==> src/rtl/hwpe_ctrl_hub_if.sv <==
// Periph (TCDM-style) control port bundle between a cluster master and the HWPE control hub.
interface hwpe_ctrl_hub_if #(
  parameter int unsigned AddrWidth = 32,
  parameter int unsigned DataWidth = 32
);
  logic                   req;
  logic                   gnt;
  logic [AddrWidth-1:0]   addr;
  logic                   we;
  logic [DataWidth-1:0]   wdata;
  logic [DataWidth/8-1:0] strb;
  logic                   rvalid;
  logic [DataWidth-1:0]   rdata;
  logic                   err;

  // Cluster side: issues requests, receives grant and response
  modport master (
    output req, addr, we, wdata, strb,
    input  gnt, rvalid, rdata, err
  );

  // Hub side: accepts requests, produces grant and response
  modport slave (
    input  req, addr, we, wdata, strb,
    output gnt, rvalid, rdata, err
  );
endinterface

==> src/rtl/hwpe_ctrl_hub.sv <==
// Multi-HWPE control hub: decodes per-HWPE windows on the periph port, keeps one
// transaction in flight with per-HWPE timeout/fault isolation, and folds HWPE event
// pulses into sticky, maskable per-core mxip interrupts.
module hwpe_ctrl_hub #(
  parameter int unsigned NrHwpe        = 2,
  parameter int unsigned NrCores       = 9,
  parameter int unsigned AddrWidth     = 32,
  parameter int unsigned DataWidth     = 32,
  parameter int unsigned SelLsb        = 8,
  parameter int unsigned TimeoutCycles = 1024,
  parameter logic [DataWidth-1:0] ErrData = 32'hBADCAB1E
) (
  input  logic                          clk,
  input  logic                          rst_n,
  hwpe_ctrl_hub_if.slave                periph,
  output logic [NrHwpe-1:0]             hwpe_req,
  input  logic [NrHwpe-1:0]             hwpe_gnt,
  output logic [AddrWidth-1:0]          hwpe_addr,
  output logic                          hwpe_we,
  output logic [DataWidth-1:0]          hwpe_wdata,
  output logic [DataWidth/8-1:0]        hwpe_strb,
  input  logic [NrHwpe-1:0]             hwpe_rvalid,
  input  logic [NrHwpe*DataWidth-1:0]   hwpe_rdata,
  input  logic [NrHwpe*NrCores-1:0]     evt,
  output logic [NrCores-1:0]            mxip,
  output logic [NrHwpe-1:0]             fault,
  output logic                          busy
);
  localparam int unsigned SelW  = $clog2(NrHwpe + 1);
  localparam int unsigned WordW = SelLsb - 2;
  localparam int unsigned CntW  = (TimeoutCycles > 1) ? $clog2(TimeoutCycles) : 1;
  localparam logic [CntW-1:0] CntLast = CntW'(TimeoutCycles - 1);

  typedef enum logic [1:0] {ST_IDLE, ST_WAIT, ST_RESP} state_t;

  state_t                           state_reg;
  logic [SelW-1:0]                  sel_reg;
  logic [CntW-1:0]                  cnt_reg;
  logic                             rvalid_reg;
  logic [DataWidth-1:0]             rdata_reg;
  logic                             err_reg;
  logic [NrHwpe-1:0]                fault_reg;
  logic [NrHwpe-1:0][NrCores-1:0]   mask_reg, mask_next;
  logic [NrHwpe-1:0][NrCores-1:0]   pending_reg, pending_next;
  logic [NrCores-1:0]               mxip_reg, mxip_next;

  logic [SelW-1:0]      sel;
  logic [WordW-1:0]     word;
  logic                 is_hwpe, is_local, local_err, req_idle, hwpe_path, local_wr;
  logic                 gnt_sel, fault_sel, rvalid_sel;
  logic [DataWidth-1:0] rdata_sel, local_rdata;
  logic [NrCores-1:0]   wr_bits;

  assign sel       = periph.addr[SelLsb +: SelW];
  assign word      = periph.addr[SelLsb-1:2];
  assign is_hwpe   = sel < SelW'(NrHwpe);
  assign is_local  = sel == SelW'(NrHwpe);
  assign local_err = word >= WordW'(2 * NrHwpe);
  assign req_idle  = (state_reg == ST_IDLE) && periph.req;
  assign hwpe_path = is_hwpe && !fault_sel;
  assign local_wr  = req_idle && is_local && !local_err && periph.we;

  // Healthy HWPE targets grant through the HWPE; everything else is accepted at once
  assign periph.gnt    = req_idle && (hwpe_path ? gnt_sel : 1'b1);
  assign periph.rvalid = rvalid_reg;
  assign periph.rdata  = rdata_reg;
  assign periph.err    = err_reg;

  assign hwpe_addr  = periph.addr;
  assign hwpe_we    = periph.we;
  assign hwpe_wdata = periph.wdata;
  assign hwpe_strb  = periph.strb;

  assign mxip  = mxip_reg;
  assign fault = fault_reg;
  assign busy  = state_reg != ST_IDLE;

  // Expand byte strobes to per-core bit enables for the local registers
  always_comb begin
    wr_bits = '0;
    for (int b = 0; b < int'(NrCores); b++) wr_bits[b] = periph.strb[b/8];
  end

  // Select per-HWPE signals for the decoded and latched targets, local readback, irq OR
  always_comb begin
    gnt_sel     = 1'b0;
    fault_sel   = 1'b0;
    rvalid_sel  = 1'b0;
    rdata_sel   = '0;
    local_rdata = '0;
    mxip_next   = '0;
    for (int h = 0; h < int'(NrHwpe); h++) begin
      if (sel == SelW'(h)) begin
        gnt_sel   = hwpe_gnt[h];
        fault_sel = fault_reg[h];
      end
      if (sel_reg == SelW'(h)) begin
        rvalid_sel = hwpe_rvalid[h];
        rdata_sel  = hwpe_rdata[h*DataWidth +: DataWidth];
      end
      if (word == WordW'(2*h))     local_rdata = DataWidth'(mask_reg[h]);
      if (word == WordW'(2*h + 1)) local_rdata = DataWidth'(pending_reg[h]);
      mxip_next = mxip_next | (mask_reg[h] & pending_reg[h]);
    end
  end

  genvar gi;
  generate
    for (gi = 0; gi < int'(NrHwpe); gi++) begin : gen_hwpe
      logic mask_hit, pend_hit;
      logic [NrCores-1:0] clr_bits;
      assign mask_hit = local_wr && (word == WordW'(2*gi));
      assign pend_hit = local_wr && (word == WordW'(2*gi + 1));
      assign clr_bits = pend_hit ? (periph.wdata[NrCores-1:0] & wr_bits) : '0;
      assign mask_next[gi] = mask_hit
          ? ((mask_reg[gi] & ~wr_bits) | (periph.wdata[NrCores-1:0] & wr_bits))
          : mask_reg[gi];
      // New events are OR-ed after the clear so a simultaneous set wins
      assign pending_next[gi] = (pending_reg[gi] & ~clr_bits) | evt[gi*NrCores +: NrCores];
      assign hwpe_req[gi] = req_idle && (sel == SelW'(gi)) && !fault_reg[gi];
    end
  endgenerate

  // Interrupt state: mask/pending registers and the registered mxip output
  always_ff @(posedge clk or negedge rst_n) begin
    if (!rst_n) begin
      mask_reg    <= '0;
      pending_reg <= '0;
      mxip_reg    <= '0;
    end else begin
      mask_reg    <= mask_next;
      pending_reg <= pending_next;
      mxip_reg    <= mxip_next;
    end
  end

  // Transaction FSM: accept in IDLE, wait on the HWPE with timeout, pulse response in RESP
  always_ff @(posedge clk or negedge rst_n) begin
    if (!rst_n) begin
      state_reg  <= ST_IDLE;
      sel_reg    <= '0;
      cnt_reg    <= '0;
      rvalid_reg <= 1'b0;
      rdata_reg  <= '0;
      err_reg    <= 1'b0;
      fault_reg  <= '0;
    end else begin
      rvalid_reg <= 1'b0;
      case (state_reg)
        ST_IDLE: begin
          if (periph.req) begin
            if (hwpe_path) begin
              if (gnt_sel) begin
                state_reg <= ST_WAIT;
                sel_reg   <= sel;
                cnt_reg   <= '0;
              end
            end else begin
              state_reg  <= ST_RESP;
              rvalid_reg <= 1'b1;
              if (is_local && !local_err) begin
                err_reg   <= 1'b0;
                rdata_reg <= periph.we ? '0 : local_rdata;
              end else begin
                err_reg   <= 1'b1;
                rdata_reg <= ErrData;
              end
            end
          end
        end
        ST_WAIT: begin
          cnt_reg <= cnt_reg + 1'b1;
          if (rvalid_sel) begin
            state_reg  <= ST_RESP;
            rvalid_reg <= 1'b1;
            rdata_reg  <= rdata_sel;
            err_reg    <= 1'b0;
          end else if ((TimeoutCycles != 0) && (cnt_reg == CntLast)) begin
            state_reg  <= ST_RESP;
            rvalid_reg <= 1'b1;
            rdata_reg  <= ErrData;
            err_reg    <= 1'b1;
            fault_reg  <= fault_reg | (NrHwpe'(1) << sel_reg);
          end
        end
        default: state_reg <= ST_IDLE;
      endcase
    end
  end
endmodule
==> src/flat_wrapper.sv <==
// flat-port wrapper written by rule: the top's interface ports become plain ports
module hwpe_ctrl_hub_flat 
#(
  parameter int unsigned NrHwpe        = 2,
  parameter int unsigned NrCores       = 9,
  parameter int unsigned AddrWidth     = 32,
  parameter int unsigned DataWidth     = 32,
  parameter int unsigned SelLsb        = 8,
  parameter int unsigned TimeoutCycles = 1024,
  parameter logic [DataWidth-1:0] ErrData = 32'hBADCAB1E
)
  (clk, rst_n, hwpe_req, hwpe_gnt, hwpe_addr, hwpe_we, hwpe_wdata, hwpe_strb, hwpe_rvalid, hwpe_rdata, evt, mxip, fault, busy, periph_req, periph_addr, periph_we, periph_wdata, periph_strb, periph_gnt, periph_rvalid, periph_rdata, periph_err);
  hwpe_ctrl_hub_if #(.AddrWidth(AddrWidth), .DataWidth(DataWidth)) periph_i ();
  input  logic clk;
  input  logic rst_n;
  output logic [NrHwpe-1:0] hwpe_req;
  input  logic [NrHwpe-1:0] hwpe_gnt;
  output logic [AddrWidth-1:0] hwpe_addr;
  output logic hwpe_we;
  output logic [DataWidth-1:0] hwpe_wdata;
  output logic [DataWidth/8-1:0] hwpe_strb;
  input  logic [NrHwpe-1:0] hwpe_rvalid;
  input  logic [NrHwpe*DataWidth-1:0] hwpe_rdata;
  input  logic [NrHwpe*NrCores-1:0] evt;
  output logic [NrCores-1:0] mxip;
  output logic [NrHwpe-1:0] fault;
  output logic busy;
  input wire logic [$bits(periph_i.req)-1:0] periph_req;
  input wire logic [$bits(periph_i.addr)-1:0] periph_addr;
  input wire logic [$bits(periph_i.we)-1:0] periph_we;
  input wire logic [$bits(periph_i.wdata)-1:0] periph_wdata;
  input wire logic [$bits(periph_i.strb)-1:0] periph_strb;
  output wire logic [$bits(periph_i.gnt)-1:0] periph_gnt;
  output wire logic [$bits(periph_i.rvalid)-1:0] periph_rvalid;
  output wire logic [$bits(periph_i.rdata)-1:0] periph_rdata;
  output wire logic [$bits(periph_i.err)-1:0] periph_err;
  assign periph_i.req = periph_req;
  assign periph_i.addr = periph_addr;
  assign periph_i.we = periph_we;
  assign periph_i.wdata = periph_wdata;
  assign periph_i.strb = periph_strb;
  assign periph_gnt = periph_i.gnt;
  assign periph_rvalid = periph_i.rvalid;
  assign periph_rdata = periph_i.rdata;
  assign periph_err = periph_i.err;
  hwpe_ctrl_hub #(.NrHwpe(NrHwpe), .NrCores(NrCores), .AddrWidth(AddrWidth), .DataWidth(DataWidth), .SelLsb(SelLsb), .TimeoutCycles(TimeoutCycles), .ErrData(ErrData)) u_core (.clk(clk), .rst_n(rst_n), .periph(periph_i), .hwpe_req(hwpe_req), .hwpe_gnt(hwpe_gnt), .hwpe_addr(hwpe_addr), .hwpe_we(hwpe_we), .hwpe_wdata(hwpe_wdata), .hwpe_strb(hwpe_strb), .hwpe_rvalid(hwpe_rvalid), .hwpe_rdata(hwpe_rdata), .evt(evt), .mxip(mxip), .fault(fault), .busy(busy));
endmodule
==> config.mk <==
export PLATFORM = sky130hd
export DESIGN_NAME = hwpe_ctrl_hub_flat
export DESIGN_NICKNAME = d
export VERILOG_FILES = /design/src/rtl/hwpe_ctrl_hub_if.sv /design/src/rtl/hwpe_ctrl_hub.sv /design/src/flat_wrapper.sv
export SDC_FILE = /design/constraint.sdc
export NUM_CORES = 1
export LEC_CHECK = 0
export ABC_CLOCK_PERIOD_IN_PS = 2800
export CAP_MARGIN = 10
export CORE_ASPECT_RATIO = 1.5
export CORE_MARGIN = 5
export CORE_UTILIZATION = 41
export CTS_BUF_LIST = sky130_fd_sc_hd__clkbuf_4 sky130_fd_sc_hd__clkbuf_8
export CTS_CLUSTER_DIAMETER = 120
export DETAILED_ROUTE_END_ITERATION = 7
export PLACE_DENSITY = 0.83
export SLEW_MARGIN = 20
export SYNTH_ARGS = -nofsm -noshare
export SYNTH_HDL_FRONTEND = slang
export SYNTH_SLANG_ARGS = --single-unit
==> constraint.sdc <==
create_clock -name clk -period 2.8 [get_ports clk]
set_input_delay 0.56 -clock clk [delete_from_list [all_inputs] [get_ports clk]]
set_output_delay 0.56 -clock clk [all_outputs]
set_load 0.005 [all_outputs]
==> qor.yml <==
run_status:
  status: "complete, no violations"
synthesis:
  ys_seq_area_share_pct: 44.5
  synthFlopType: "dfrtp_1"
  ys_top_cells_by_area: "dfrtp_1 (44%), buf_4 (10%), mux2i_1 (8.4%), mux2_2 (7.6%), mux4_2 (3.8%)"
  ys_async_sr_fraction_pct: 100
  synth.net_count: 637
  ys_ff_latch: 95
  ys_top_cells_by_count: "dfrtp_1 (95), buf_4 (72), mux2i_1 (45), mux2_2 (36), nand2_1 (27)"
  synth.distinct_cells: 51
  yosysMostFrequentCell: "dfrtp_1"
  yosysTopAreaCell: "dfrtp_1"
  ys_warn_count: 0
  netlist_area_um2: 5350
  synth_edf_count: 0
  syn_area_per_cell_um2: 11.2
  synth_top_area_share_pct: 44.5
  synth_cells: 478
power:
  power_w: 0.00338
  ir_drop_mv: 0.248
  power_leakage_nw: 2.97
  power.density_nw_per_um2: 478
sta:
  hold_viol: 0
  fmax_mhz: 383
  fin_crit_ns: 2.61
  report.final.slew_viol_count: 0
  setup_viol: 0
  finClkSkew_ns: 0.00772
  rsz0062_at_grt: "false"
  fin_crit_sh_pct: 93.2
  worst_slew_pin_slew_ns: 0.643
  relSlewSlack_pct: 57.2
place:
  dp_hpwl_um: 12400
  io_buffers: 177
  place_congestion: 0.849
cts:
  clk_latency_ns: 0.35
  cts_setup_buffers: 0
  h-tree-depth: 3
  clock_sinks: 95
  cts_tree: "done"
  hold_buffers: 0
  cts-root-buf: "clkbuf_8"
  numCtsBuffers: 9
  path_clk_slew_ns: 0.09
  clk_path_buf_depth: 2
worst_setup_path:
  worstSetupPathType: "in -> out"
  critical_path.startpoint_type: "primary input"
  critPathMaxFanout: 3
  required_ns: 2.24
  critical_path.endpoint_type: "primary output"
  crit_arrival_ns: 2.05
drt:
  route.detailed.drc: 0
  dr.pass1.iters: 4
  avgViaCountPerCell: 5.40
  vias: 4113
  wl_per_cell_um: 20.8
  drt_wl_total_um: 15800
  ant_nets: 0
  drt_iter0_drc: 127
job:
  drv_cap: 0
global_routing:
  antenna_found_initial: 0
  track_usage_pct: 20.2
  grt_max_degree: 59
  grt-ovfl-total: 0
  grt_pass1_wl_um: 23400
  grt_pass1_vias: 4407
worst_hold_path:
  hp-class: "in -> async"
final_layout:
  fillers: 1110
  drive_gt1_share_pct: 16.4
  layout.nets: 757
  regArea_um2: 2380
  area_growth_pct: 32.4
  num_antenna_cells: 0
  postLayoutCoreUtil_pct: 54.9
  multi_input_area_um2: 2260
floorplanning:
  dieArea_um2: 15500
  core_um2: 12900
  die_x_um: 103
  ios: 276
  initial_core_util_pct: 41.5
  die_y_um: 150
  rows: 51
[cell usage in the layout, fill, tap and decap left out, types with 5 or more instances in the layout]
master	Yosys	final
clkdlybuf4s50_1	0	174
dfrtp_1	95	94
mux2i_1	45	45
mux2_2	36	36
nand2_1	27	27
buf_4	72	24
inv_1	19	19
o21ai_0	18	18
a21o_1	16	16
nand3_1	12	12
nor2_1	12	12
clkbuf_8	0	11
nand2b_1	10	10
a22o_1	9	9
o2bb2ai_1	9	9
mux4_2	9	9
a21oi_1	7	7
nor4_1	5	5
[per-stage QoR]
step	std cells	setup WS (ns)	TNS, ns	hold WS, ns	cell area [um2]
6_report	762	0.191	0	0.158	7080
5_1_grt	762	0.104	0	0.173	7080
4_1_cts	762	0.102	0	0.153	7070
2_1_floorplan	478	0.601	0	0.264	5350
3_3_place_gp	746	-0.0318	-0.0318	0.472	6890
3_5_place_dp	746	-0.0390	-0.0390	0.473	6890
[critical path, cell delays in order]
cell and delay (ns):
clkdlybuf4s50_1 0.49, buf_4 0.12, nor4b_2 0.19, and3b_1 0.19
clkdlybuf4s50_1 0.49
[cell families after synthesis]
logic type               count (synthesis)  share of synthesized area, %
buffers and inverters                  112                          13.3
AND/OR/NAND/NOR                         96                          10.1
multiplexers                            95                          21.1
flip-flops                              95                          44.5
AO/OA/AOI/OAI                           79                          10.8
adder cells (fa/ha/maj)                  1                         0.234
[report_power, final]
group          leakage (nW)  switching [W]  total (W)  internal, W
registers              1.12      0.0000794    0.00156      0.00148
logic                  1.76       0.000416   0.000978     0.000562
clock network        0.0843       0.000470   0.000852     0.000381
total                  2.97       0.000966    0.00338      0.00242
[final timing paths]
kind                       depth (start not counted)  slack (ns)                                  to                            start
setup reg to reg                                   5        0.66  u_core.periph.rdata[5]$_DFFE_PN0P_  u_core.state_reg[1]$_DFFE_PN0P_
min in group clk                                   1        0.49       u_core.cnt_reg[8]$_DFFE_PN0P_    u_core.cnt_reg[8]$_DFFE_PN0P_
hold / removal                                     1        0.16     u_core.pending_reg[9]$_DFF_PN0_                            rst_n
hold reg to reg                                    1        0.49       u_core.cnt_reg[8]$_DFFE_PN0P_    u_core.cnt_reg[8]$_DFFE_PN0P_
setup / recovery                                   5        0.19                         hwpe_req[1]                       periph_req
max in group asynchronous                          2        1.93          asynchronous set/reset pin                            rst_n
[timing repair]
action | 4_1_cts | 5_1_grt
pin swaps | 0 | 0
setup endpoints to repair | 2 | 1
resized for setup | 2 | 1
[area by class of cell]
class	instances	share of cell area (%)
Tap cell	159	2.81
Inverter	19	1.01
Sequential cell	95	33.6
Multi-Input combinational cell	271	32.0
Clock buffer	12	2.24
Clock inverter	4	0.424
Timing Repair Buffer	202	28.0
[layer usage]
| layer | wire (um) | GRT usage [%] | up-vias | share of wire [%] |
|---|---|---|---|---|
| met2 | 8090 | 34.5 | 169 | 51 |
| met1 | 5460 | 21.3 | 2003 | 34 |
| met4 | 698 | 10.8 | 0 | 4.4 |
| li1 | - | - | 1884 | - |
| met3 | 1580 | 6.95 | 57 | 10 |
| met5 | 0 | 0 | - | 0 |
Power figures use the tool's default switching activity.
